### src/rtl/unpacked_lane_fifo_if.sv
// Handshake bundle for unpacked_lane_fifo: producer side (in_*), consumer side (out_*) and fill level.
// The fifo uses the slave modport; the driving environment uses master.
interface unpacked_lane_fifo_if #(
  parameter int LANES = 8,
  parameter int WIDTH = 1,
  parameter int DEPTH = 4
);
  logic [WIDTH-1:0]           in_data  [LANES-1:0];
  logic [1:0]                 in_mode;
  logic                       in_valid;
  logic                       in_ready;
  logic [WIDTH-1:0]           out_data [LANES-1:0];
  logic                       out_valid;
  logic                       out_ready;
  logic [$clog2(DEPTH+1)-1:0] count;

  modport master (
    output in_data, in_mode, in_valid, out_ready,
    input  in_ready, out_data, out_valid, count
  );

  modport slave (
    input  in_data, in_mode, in_valid, out_ready,
    output in_ready, out_data, out_valid, count
  );
endinterface

### src/rtl/unpacked_lane_fifo.sv
// Multi-lane FIFO with per-beat transform on write (pass / invert / reverse / invert+reverse).
// Lane reversal for modes 2 and 3 is built only when UNPACKED_LANE_FIFO_REVERSE_EN is defined.
module unpacked_lane_fifo #(
  parameter int LANES = 8,
  parameter int WIDTH = 1,
  parameter int DEPTH = 4
) (
  input  logic                  clk,
  input  logic                  rst,
  unpacked_lane_fifo_if.slave   bus
);
  localparam int PTR_W = $clog2(DEPTH);
  localparam int CNT_W = $clog2(DEPTH + 1);
  localparam logic [CNT_W-1:0] FULL = CNT_W'(DEPTH);

  logic [WIDTH-1:0] mem [DEPTH-1:0][LANES-1:0];
  logic [WIDTH-1:0] t   [LANES-1:0];
  logic [PTR_W-1:0] wr_ptr;
  logic [PTR_W-1:0] rd_ptr;
  logic [CNT_W-1:0] count_q;
  logic             push;
  logic             pop;

  // Handshake outputs depend only on registered count, never on in_valid/out_ready.
  assign bus.in_ready  = (count_q != FULL);
  assign bus.out_valid = (count_q != '0);
  assign bus.count     = count_q;

  assign push = bus.in_valid & bus.in_ready;
  assign pop  = bus.out_valid & bus.out_ready;

`ifndef UNPACKED_LANE_FIFO_REVERSE_EN
  logic mode_hi_unused;
  assign mode_hi_unused = bus.in_mode[1];
`endif

  always_comb begin
    for (int i = 0; i < LANES; i++) begin
      t[i] = bus.in_data[i];
`ifdef UNPACKED_LANE_FIFO_REVERSE_EN
      if (bus.in_mode[1]) t[i] = bus.in_data[LANES-1-i];
`endif
      if (bus.in_mode[0]) t[i] = ~t[i];
    end
  end

  always_comb begin
    for (int i = 0; i < LANES; i++) begin
      bus.out_data[i] = bus.out_valid ? mem[rd_ptr][i] : '0;
    end
  end

  // NOTE: storage has no reset; stale entries are unreachable once the pointers and count clear.
  always_ff @(posedge clk) begin
    if (!rst && push) begin
      for (int i = 0; i < LANES; i++) begin
        mem[wr_ptr][i] <= t[i];
      end
    end
  end

  // NOTE: state registers use non-blocking assignment so every update sees pre-edge values.
  always_ff @(posedge clk) begin
    if (rst) begin
      wr_ptr  <= '0;
      rd_ptr  <= '0;
      count_q <= '0;
    end else begin
      if (push) wr_ptr <= wr_ptr + 1'b1;
      if (pop)  rd_ptr <= rd_ptr + 1'b1;
      case ({push, pop})
        2'b10:   count_q <= count_q + 1'b1;
        2'b01:   count_q <= count_q - 1'b1;
        default: count_q <= count_q;
      endcase
    end
  end
endmodule
### src/flat_wrapper.sv
// flat-port wrapper written by rule: the top's interface ports become plain ports
module unpacked_lane_fifo_flat 
#(
  parameter int LANES = 8,
  parameter int WIDTH = 1,
  parameter int DEPTH = 4
)
  (clk, rst, bus_in_data, bus_in_mode, bus_in_valid, bus_out_ready, bus_in_ready, bus_out_data, bus_out_valid, bus_count);
  unpacked_lane_fifo_if #(.LANES(LANES), .WIDTH(WIDTH), .DEPTH(DEPTH)) bus_i ();
  input  logic clk;
  input  logic rst;
  input wire logic [$bits(bus_i.in_data)-1:0] bus_in_data;
  input wire logic [$bits(bus_i.in_mode)-1:0] bus_in_mode;
  input wire logic [$bits(bus_i.in_valid)-1:0] bus_in_valid;
  input wire logic [$bits(bus_i.out_ready)-1:0] bus_out_ready;
  output wire logic [$bits(bus_i.in_ready)-1:0] bus_in_ready;
  output wire logic [$bits(bus_i.out_data)-1:0] bus_out_data;
  output wire logic [$bits(bus_i.out_valid)-1:0] bus_out_valid;
  output wire logic [$bits(bus_i.count)-1:0] bus_count;
  assign bus_i.in_data = {>>{bus_in_data}};
  assign bus_i.in_mode = bus_in_mode;
  assign bus_i.in_valid = bus_in_valid;
  assign bus_i.out_ready = bus_out_ready;
  assign bus_in_ready = bus_i.in_ready;
  assign bus_out_data = {>>{bus_i.out_data}};
  assign bus_out_valid = bus_i.out_valid;
  assign bus_count = bus_i.count;
  unpacked_lane_fifo #(.LANES(LANES), .WIDTH(WIDTH), .DEPTH(DEPTH)) u_core (.clk(clk), .rst(rst), .bus(bus_i));
endmodule
### config.mk
export PLATFORM = sky130hd
export DESIGN_NAME = unpacked_lane_fifo_flat
export DESIGN_NICKNAME = d
export VERILOG_FILES = /design/src/rtl/unpacked_lane_fifo_if.sv /design/src/rtl/unpacked_lane_fifo.sv /design/src/flat_wrapper.sv
export SDC_FILE = /design/constraint.sdc
export NUM_CORES = 1
export LEC_CHECK = 0
export ABC_CLOCK_PERIOD_IN_PS = 3850
export CORE_ASPECT_RATIO = 1.25
export CORE_MARGIN = 3
export CORE_UTILIZATION = 45
export CTS_CLUSTER_DIAMETER = 200
export DETAILED_ROUTE_END_ITERATION = 7
export GPL_ROUTABILITY_DRIVEN = 0
export MAX_ROUTING_LAYER = met4
export PLACE_DENSITY_LB_ADDON = 0.08
export SETUP_SLACK_MARGIN = 0.4
export SYNTH_ARGS = -nofsm -noshare
export SYNTH_HDL_FRONTEND = slang
export SYNTH_SLANG_ARGS = --single-unit
### constraint.sdc
create_clock -name clk -period 3.85 [get_ports clk]
set_clock_uncertainty 0.1 [all_clocks]
set_input_delay 0.77 -clock clk [delete_from_list [all_inputs] [get_ports clk]]
set_output_delay 0.77 -clock clk [all_outputs]
set_load 0.005 [all_outputs]
# After elaboration in Yosys (flattened, before gate mapping)
# Memories as Yosys holds them, arrays and structs flattened. A register that Yosys moved wholly into a read port is not among the register bits.
# Cells that the tools add are included.
# totals
inputBits,14
output_inout_bits,13
register_bits,7
memories,1
ramBits,32
wordCells,46
# memory_table
memory,words,word_bits,read_ports,rd_clocked_by_memory_dff,wr,line,rtl
u_core.mem,4,8,1,1,1,unpacked_lane_fifo.sv:16,logic [WIDTH-1:0] mem [DEPTH-1:0][LANES-1:0];
# op_classes
n_eq_ne,3
add_sub_neg,4
n_mux,21
bitwise_logic,10
reduce_logical,4
# ops
op,count
$mux 1,18
$not 1->1,8
$pmux 3 s2,1
$add 2x1->2 const B,2
$mux 2,2
$add 3x1->3 const B,1
$ne 3x3->1 const B,1
$reduce_bool 3->1,1
$sub 3x1->3 const B,1
$and 1x1->1,2
$eq 2x1->1 const B,1
$eq 2x2->1 const B,1
$reduce_bool 2->1,1
$logic_and 1x1->1,1
$logic_not 1->1,1

# Depth between registers and ports, before layout
# Gate-level depths: netlist of the first run.
# logic_depth
word_depth,5
depth_mapped,9
mapped_depth_nobuf,9

# Worst setup path after synthesis of the first run
# No wires, ideal clock.
# synth_timing
kind,flip-flop to flip-flop
startpoint,reg u_core.count_q[2] (netlist: u_core.bus.count[2])
endpoint,reg u_core.count_q[2] (netlist: u_core.bus.count[2])
arrival_time_ps,2326
stages_incl_launch_ff,10
period_less_slack_ps,2497
setup_time_ps,71
path_buffers,0
required_ps,3679
slack_ps,1353
cell_sequence,dfxtp_1 or3b_1 and2_4 inv_1 ha_1 inv_1 fa_1 xor2_1 or3_2 a21oi_1
# synth_via
elab_chain_cells,4
elab_cells_between_ends,10
cone_classes,add/sub: 2; eq/ne: 3; mux: 1; bitwise: 2; reduce/logical: 2
# synth_lines
item,line,rtl
from (decl),unpacked_lane_fifo.sv:20,logic [CNT_W-1:0] count_q;
from (signal assigned),unpacked_lane_fifo.sv:72,2'b10: count_q <= count_q + 1'b1;
from (signal assigned),unpacked_lane_fifo.sv:73,2'b01: count_q <= count_q - 1'b1;
from (signal assigned),unpacked_lane_fifo.sv:74,default: count_q <= count_q;
$ne 3x3->1 *,unpacked_lane_fifo.sv:25,assign bus.in_ready = (count_q != FULL);
named net bus_in_ready,flat_wrapper.sv:16,output wire logic [$bits(bus_i.in_ready)-1:0] bus_in_ready;
$and 1x1->1 *,unpacked_lane_fifo.sv:29,assign push = bus.in_valid & bus.in_ready;
$eq 2x1->1 / $eq 2x2->1 (equally long branches),unpacked_lane_fifo.sv:71,"case ({push, pop})"
$pmux 3 s2 / $reduce_bool 2->1 (equally long branches),-,
# Mark *: on every way through the listed nets, which the timed path passes. The rest lies on a longest branch.
# A chain may end at the register's enable or synchronous reset.

==> results.cfg, run 1 <==
[status]
status = finished, final reports clean

[yosys]
postSynthAreaPerCell_um2 = 15.5
synthCells = 114
postSynth.asyncResetShare_pct = 0
synth_area_mm2 = 0.00177
synth-seq-cells = 41
seq_area_frac_synth_pct = 64.6
ys_types = 24
yosysMostFrequentCell = edfxtp_1
syn_nets = 134
yosysWarnings = 0
synth_top_area_share_pct = 54.4
synth.largest_area_cell = edfxtp_1
synth-main-ff-cell = edfxtp_1
synthTopCellsByCount = edfxtp_1, xor2_1, dfxtp_1
synthTopCellsByArea = edfxtp_1, dfxtp_1, mux4_2
synth-edff-count = 32

[layout]
drive_above_1_share_pct = 16.3
area_growth_pct = 26.1
fin_nets = 166
antenna_cells = 0

[sta]
hold_violations = 0
setup_viol = 0
min_period_over_period_pct = 77.5
fin_crit_ps = 2980
tns_ps = 0
timing.fmax_mhz = 335
rsz0062_at_grt = no
worst_pin_slew_ps = 556
maxSlewViolCount = 0
slew-limit-headroom_pct = 62.9

[global_routing]
grt_pass1_vias = 1072
grt-ovfl-total = 0
grt_pass1_wl_mm = 4.85
grt_max_degree = 15
antenna_found_initial = 0
grt_use_total_pct = 15.1

[die]
fp.coreArea_mm2 = 0.00363
dieArea_mm2 = 0.00472
io_pins = 27
rows = 24
die_h_um = 76.1
start_util_pct = 48.6
chipWidth_um = 62.0

[cts]
numCtsBuffers = 5
postCtsSetupBuffers = 0
cts.path.max_buffers = 2
cts_resized = 0
cts_tree = yes
cts_sinks = 41
path_clk_slew_ps = 70
clock_latency_ps = 280
htreeDepth = 2
holdBufCountCts = 0
clockRootBuffer = clkbuf_8

[hold_path]
min_path_type = flip-flop to flip-flop
min-delay-start = u_core.wr_ptr[1]

[setup_path]
path_max_fanout = 8
critPathKind = flip-flop to output pin
critical_path_required_ps = 2980
r2r_start = u_core.bus.count[2]
worstPathArrival_ps = 2110
cp_num_buf_inv = 1
path_delay_family = flip-flops
ff2ff_setup_slack_ps = 1160
setup.worst_path.end_class = output pin
path_cells = mux4_2, nor2b_1, clkdlybuf4s50_1
cp-start-kind = flip-flop
cp_slowest_stage_delay_ps = 680
slowest_stage = dfxtp_1

[route]
antenna_left = 0
vias_per_cell = 4.91
wl_per_cell_um = 15.3
remaining_drc_errors = 0
drtIter0Drc = 38
wl_mm = 3.04
dr.pass1.iters = 4
vias = 978

[pwr]
power_switching_mw = 0.382
clockPowerShare_pct = 26.2
finalPower_mw = 1.43
ir_drop_v = 0.000458
pwr-share-seq_pct = 41.4
p_comb_share_pct = 32.4
p_int_mw = 1.04
power_density_mw_per_mm2 = 640
p_leak_nw = 0.783
swShare_pct = 26.8

[run]
drv_cap = 0

[placed_design]
hpwl_mm = 2.10
io_buffer_count = 25
worst min-delay path, stage by stage (launching register included):
cell and delay, ps:
dfxtp_1 340, nand2b_1 80, mux2i_1 60
state kept, by name (all words and copies together), names as in the netlist, named ones only:
register	count
u_core.bus.count	3
u_core.rd_ptr	2
u_core.mem	32
u_core.wr_ptr	2
stage by stage:
stage / hold WS (ps) / worst slack [ps] / instances / cell area [um^2] / utilization (%)
after detailed placement: 402 / 845 / 191 / 2100 / 57.8
after floorplan: 359 / 1350 / 114 / 1770 / -
after CTS: 414 / 795 / 199 / 2230 / 61.3
after global routing: 438 / 680 / 199 / 2230 / 61.3
final: 415 / 868 / 199 / 2230 / 61.3
after global placement: 373 / 925 / 191 / 2100 / 57.8
cells by family (layout without fill, tap and decap cells):
logic type / count (synthesis) / count (layout) / synth area share [%]
buf+inv: 13 / 46 / 2.83
fa+ha+maj: 6 / 6 / 4.67
compound gates: 6 / 6 / 1.84
simple gates: 27 / 27 / 8.99
mux: 10 / 10 / 11.6
xor+xnor: 11 / 11 / 5.45
flops: 41 / 41 / 64.6
cell usage in the layout, fill, tap and decap left out:
cell type,synthesis,final
buf_4,0,5
o31ai_1,1,1
dfxtp_1,9,9
inv_1,8,8
nand2b_1,2,2
and2_4,1,1
clkdlybuf4s50_1,0,25
mux4_2,8,8
bufinv_16,0,1
or3b_1,1,1
nor2_1,7,7
clkinv_2,0,1
edfxtp_1,32,32
mux2_4,1,1
mux2i_1,1,1
or3_1,1,1
nor3_1,1,1
fa_1,1,1
nand2_1,1,1
xor2_1,11,11
or3_2,1,1
clkbuf_16,0,1
ha_1,5,5
nor2b_1,8,8
clkbuf_8,0,5
o21ai_0,2,2
nor3b_1,4,4
a21oi_1,3,3
worst paths after layout:
check,cells past startpoint,end
setup / recovery,3,bus_out_data[2]
hold / removal,2,u_core.wr_ptr[1]
setup reg to reg,9,u_core.bus.count[2]
hold reg to reg,2,u_core.wr_ptr[1]
layer usage:
layer  wire (um)  part of all wire, %  track usage (%)  up-vias
li1            -                    -                -      470
met1        1180                   39             15.6      473
met2        1670                   55             25.3       33
met3         164                  5.4             5.08        2
met4          21                 0.69             5.73        0
met5           0                    0                -        -
final cells by class:
class / instances / area, um^2
Clock buffer: 6 / 93.8
Sequential cell: 41 / 1140
Timing Repair Buffer: 30 / 288
Inverter: 8 / 30.0
Clock inverter: 2 / 35.0
Fill cell: 304 / 1410
Multi-Input combinational cell: 60 / 576
Tap cell: 52 / 65.1
power by group through the flow:
stage	sequential, mW	combinational, mW	clock [mW]
5_1_grt	0.604	0.516	0.406
3_3_place_gp	0.602	0.454	0
3_5_place_dp	0.603	0.467	0
4_1_cts	0.594	0.469	0.385
6_report	0.591	0.461	0.374
2_1_floorplan	0.568	0.272	0
No activity file was read; power rests on OpenSTA's default activity.
==> inputs of run 2 (changes only) <==
--- a/config.mk
+++ b/config.mk
@@ -5,7 +5,7 @@
 export SDC_FILE = /design/constraint.sdc
 export NUM_CORES = 1
 export LEC_CHECK = 0
-export ABC_CLOCK_PERIOD_IN_PS = 3850
+export ABC_CLOCK_PERIOD_IN_PS = 3000
 export CORE_ASPECT_RATIO = 1.25
 export CORE_MARGIN = 3
 export CORE_UTILIZATION = 45
==> constraint.sdc (replaced) <==
create_clock -name clk -period 3 [get_ports clk]
set_clock_uncertainty 0.1 [all_clocks]
set_input_delay 0.6 -clock clk [delete_from_list [all_inputs] [get_ports clk]]
set_output_delay 0.6 -clock clk [all_outputs]
set_load 0.005 [all_outputs]
==> run 2 against run 1 <==
First-iteration DRC count is 2.6% lower. Sequential cell count stayed put. Global-route usage down 0.98 points. Die area unchanged. Largest cell class unchanged.
==> results.cfg, run 2 (same netlist as run 1, synthesis figures left out) <==
[die]
chipWidth_um = 62.0
start_util_pct = 48.6
io_pins = 27
fp.coreArea_mm2 = 0.00363
rows = 24
dieArea_mm2 = 0.00472
die_h_um = 76.1

[layout]
regArea_mm2 = 0.00115
multi_input_area_um2 = 583
fin_nets = 173
final_common_cell = edfxtp_1
drive_above_1_share_pct = 25.3
largest_reg_flops = 32
area_growth_pct = 28.3
regMostFlops = u_core.mem
final_cell_mix = edfxtp_1, clkdlybuf4s50_1, xor2_1, buf_4
n_fill_cell = 278
antenna_cells = 0

[setup_path]
ff2ff_setup_slack_ps = 500
critPathKind = flip-flop to output pin
r2r_end = u_core.bus.count[2]
setup.worst_path.end_class = output pin
cp-start-kind = flip-flop
worstPathArrival_ps = 1810
r2r_cells = 9
cp_slowest_stage_delay_ps = 480
r2r_start = u_core.bus.count[0]
path_max_fanout = 6
slowest_stage = mux4_2
path_cells = buf_6, mux4_2, nor2b_1, clkdlybuf4s50_1
critical_path_required_ps = 2300

[route]
vias_per_cell = 4.88
dr.pass1.iters = 4
vias = 1005
drtIter0Drc = 37
remaining_drc_errors = 0
wl_per_cell_um = 14.5
wl_mm = 3.00
antenna_left = 0

[sta]
holdWs_ps = 399
slew-limit-headroom_pct = 63.8
setup_viol = 0
setup_ws_ps = 492
fin_crit_ps = 2510
maxSlewViolCount = 0
hold_violations = 0
tns_ps = 0
timing.fmax_mhz = 399
min_period_over_period_pct = 83.6
worst_pin_slew_ps = 541
rsz0062_at_grt = no

[global_routing]
grt_use_total_pct = 14.1
grt_use_met3_pct = 5.25
use_met1_pct = 16.7
grt_max_degree = 15
met2_usage_pct = 21.6
grt_busiest_layer = met2
antenna_found_initial = 0
grt_pass1_wl_mm = 4.59
grt_pass1_vias = 1008
grt-ovfl-total = 0

[placed_design]
hpwl_mm = 2.05
io_buffer_count = 25
place_ws_ps = 164

[cts]
holdBufCountCts = 0
htreeDepth = 2
clockRootBuffer = clkbuf_8
numCtsBuffers = 5
cts_tree = yes
cts.path.max_buffers = 2
cts_sinks = 41
path_clk_slew_ps = 80
clock_latency_ps = 290

[hold_path]
min-delay-start = u_core.rd_ptr[1]
min_path_type = flip-flop to flip-flop
min_path_cells = 2

[pwr]
power_density_mw_per_mm2 = 779
p_leak_nw = 0.855
ir_drop_v = 0.000573

[status]
status = finished, final reports clean

[run]
drv_cap = 0
-- run 2: routing by layer --
| layer | routed length, um | vias up |
|---|---|---|
| met4 | 40 | 0 |
| met5 | 0 | - |
| met3 | 154 | 4 |
| li1 | - | 490 |
| met1 | 1220 | 483 |
| met2 | 1580 | 28 |
-- run 2: area by class of cell --
class	instances	area share [%]
clock inverters	3	0.883
clock buffers	5	3.04
well taps	52	2.87
multi-input cells	60	25.7
flip-flops and latches	41	50.8
inverters	8	1.32
repair buffers	37	15.4
-- run 2: how the worst max path moves through the flow --
| stage | endpoint | slack, ps |
|---|---|---|
| 4_1_cts | bus_out_data[4] | 400 |
| 5_1_grt | u_core.bus.count[2] | 400 |
| 6_report | bus_out_data[0] | 490 |
| 2_1_floorplan | u_core.bus.count[2] | 500 |
| 3_5_place_dp | u_core.bus.count[2] | 160 |
| 3_3_place_gp | u_core.bus.count[2] | 250 |
-- run 2: timing repair --
action                     CTS  global route
hold endpoints to repair     0             0
resized for setup            5            11
setup buffers                0             6
setup endpoints to repair    9             7
-- run 2: power by group --
part	internal, mW	switching [mW]
logic	0.402	0.272
registers	0.690	0.0460
clock network	0.164	0.191
total	1.26	0.509
-- run 2: metrics by stage --
| step | instance area (um^2) | power, mW | std cells | utilization (%) |
|---|---|---|---|---|
| 2_1_floorplan | 1770 | 1.08 | 114 | - |
| 3_3_place_gp | 2110 | 1.37 | 192 | 58.0 |
| 3_5_place_dp | 2110 | 1.39 | 192 | 58.0 |
| 4_1_cts | 2200 | 1.74 | 200 | 60.5 |
| 5_1_grt | 2270 | 1.89 | 206 | 62.4 |
| 6_report | 2270 | 1.77 | 206 | 62.4 |
-- run 2: worst max-delay path, delay by kind of cell (launching register included) --
kind	cells	cell delay, ps
multiplexers	1	480
AND/OR/NAND/NOR	1	140
buffers and inverters	2	570
flip-flops	1	330
==> inputs of run 3 (changes only) <==
--- a/config.mk
+++ b/config.mk
@@ -5,7 +5,7 @@
 export SDC_FILE = /design/constraint.sdc
 export NUM_CORES = 1
 export LEC_CHECK = 0
-export ABC_CLOCK_PERIOD_IN_PS = 3000
+export ABC_CLOCK_PERIOD_IN_PS = 2400
 export CORE_ASPECT_RATIO = 1.25
 export CORE_MARGIN = 3
 export CORE_UTILIZATION = 45
==> constraint.sdc (replaced) <==
create_clock -name clk -period 2.4 [get_ports clk]
set_clock_uncertainty 0.1 [all_clocks]
set_input_delay 0.48 -clock clk [delete_from_list [all_inputs] [get_ports clk]]
set_output_delay 0.48 -clock clk [all_outputs]
set_load 0.005 [all_outputs]
==> run 3 against run 2 <==
Global-route usage up 0.96 points. Register-to-register slack worse by 320 ps. Utilization up 6.7 points. Largest cell class unchanged. Routed wire length up 13%. Hold slack better by 9.3 ps. Sequential power up 25%. Cell count up 9.2%. Largest power group is now combinational logic. Count of clock-buffer cells in the layout up 1.
==> results.cfg, run 3 (same netlist as run 1, synthesis figures left out) <==
[layout]
drive_above_1_share_pct = 45.7
area_growth_pct = 42.1
fin_nets = 192
final_area_mm2 = 0.00251
antenna_cells = 0
final_common_cell = edfxtp_1
multi_input_area_um2 = 666
regArea_mm2 = 0.00115
n_fill_cell = 269
regMostFlops = u_core.mem
post-route-util_pct = 69.1
final_cell_mix = edfxtp_1, buf_4, clkdlybuf4s50_1, xor2_1, mux4_2
largest_reg_flops = 32

[pwr]
pwr-share-seq_pct = 34.2
finalPower_mw = 2.69
p_int_mw = 1.89
p_leak_nw = 0.955
clockPowerShare_pct = 18.7
p_comb_share_pct = 47.1
swShare_pct = 29.9
power_density_mw_per_mm2 = 1070
ir_drop_v = 0.000642
power_switching_mw = 0.804

[setup_path]
r2r_start = u_core.bus.count[1]
setup.worst_path.end_class = flip-flop
r2r_cells = 9
critPathKind = flip-flop to flip-flop
path_max_fanout = 3
critical_path_required_ps = 2520
ff2ff_setup_slack_ps = 180
cp-start-kind = flip-flop
worstPathArrival_ps = 2340
r2r_end = u_core.bus.count[2]

[sta]
holdWs_ps = 408
slew-limit-headroom_pct = 63.7
rsz0062_at_grt = yes
worst_pin_slew_ps = 544
fin_crit_ps = 2220
setup_viol = 0
min_period_over_period_pct = 92.6
maxSlewViolCount = 0
hold_violations = 0
timing.fmax_mhz = 450
tns_ps = 0

[route]
drtIter0Drc = 29
antenna_left = 0
wl_mm = 3.40
remaining_drc_errors = 0
vias = 1097
dr.pass1.iters = 4
vias_per_cell = 4.88
wl_per_cell_um = 15.1

[cts]
cts_sinks = 41
clock_latency_ps = 290
clockRootBuffer = clkbuf_8
cts.path.max_buffers = 2
holdBufCountCts = 0
cts_tree = yes
path_clk_slew_ps = 80
numCtsBuffers = 5
htreeDepth = 2

[global_routing]
grt_pass1_wl_mm = 5.04
grt_max_degree = 15
grt_use_total_pct = 15.1
grt_pass1_vias = 1135
grt-ovfl-total = 0
antenna_found_initial = 0

[die]
chipWidth_um = 62.0
die_h_um = 76.1
io_pins = 27
dieArea_mm2 = 0.00472
fp.coreArea_mm2 = 0.00363
rows = 24
start_util_pct = 48.6

[hold_path]
min_path_type = flip-flop to flip-flop
min_path_cells = 2
min-delay-start = u_core.rd_ptr[1]

[run]
drv_cap = 0

[status]
status = finished, final reports clean

[placed_design]
io_buffer_count = 25
hpwl_mm = 2.14
place_area_mm2 = 0.00218
-- run 3: power groups by stage --
stage	clock, mW	combinational, mW	sequential, mW
after global placement	0	0.861	0.937
final	0.502	1.27	0.921
after detailed placement	0	0.885	0.943
after CTS	0.513	1.03	0.932
after global routing	0.550	1.36	0.930
after floorplan	0	0.469	0.916
-- run 3: metrics by stage --
stage / cells / setup WS, ps
after floorplan: 114 / 175
after global placement: 197 / -32.9
after detailed placement: 197 / -78.6
after CTS: 217 / 184
after global routing: 225 / 99.2
final: 225 / 177
-- run 3: worst max-delay path by stage --
stage | startpoint | to | slack, ps | depth (start not counted)
after floorplan | u_core.bus.count[2] | u_core.bus.count[2] | 170 | 9
after global placement | bus_out_ready | u_core.bus.count[2] | -30 | 9
after detailed placement | bus_out_ready | u_core.bus.count[2] | -80 | 9
after CTS | u_core.bus.count[1] | u_core.bus.count[2] | 180 | 9
after global routing | u_core.bus.count[2] | u_core.bus.count[2] | 100 | 9
final | u_core.bus.count[1] | u_core.bus.count[2] | 180 | 9
-- run 3: cell type report --
type,count,share of cell area (%)
Sequential cell,41,46.0
Multi-Input combinational cell,60,26.5
Timing Repair Buffer,56,19.2
Clock buffer,6,3.74
Tap cell,52,2.59
Inverter,8,1.30
Clock inverter,2,0.648
-- run 3: critical path: stages, from the launching register on --
cell	delay [ps]
dfxtp_4	350
or3b_4	380
and2_4	150
inv_4	50
ha_4	130
inv_2	40
fa_2	340
xor2_1	160
or3_4	330
a21oi_2	120
-- run 3: timing repair --
item,CTS,global route
gates resized for setup,43,15
setup endpoints to repair,12,11
setup buffers,12,8
pin swaps,1,1
-- run 3: layer usage --
| layer | share of wire, % | vias up | GRT usage, % | wire, um |
|---|---|---|---|---|
| met4 | 2.2 | 0 | 4.46 | 74 |
| met2 | 55 | 29 | 24.1 | 1870 |
| met5 | 0 | - | - | 0 |
| li1 | - | 522 | - | - |
| met1 | 38 | 539 | 17.8 | 1300 |
| met3 | 4.5 | 7 | 4.75 | 154 |
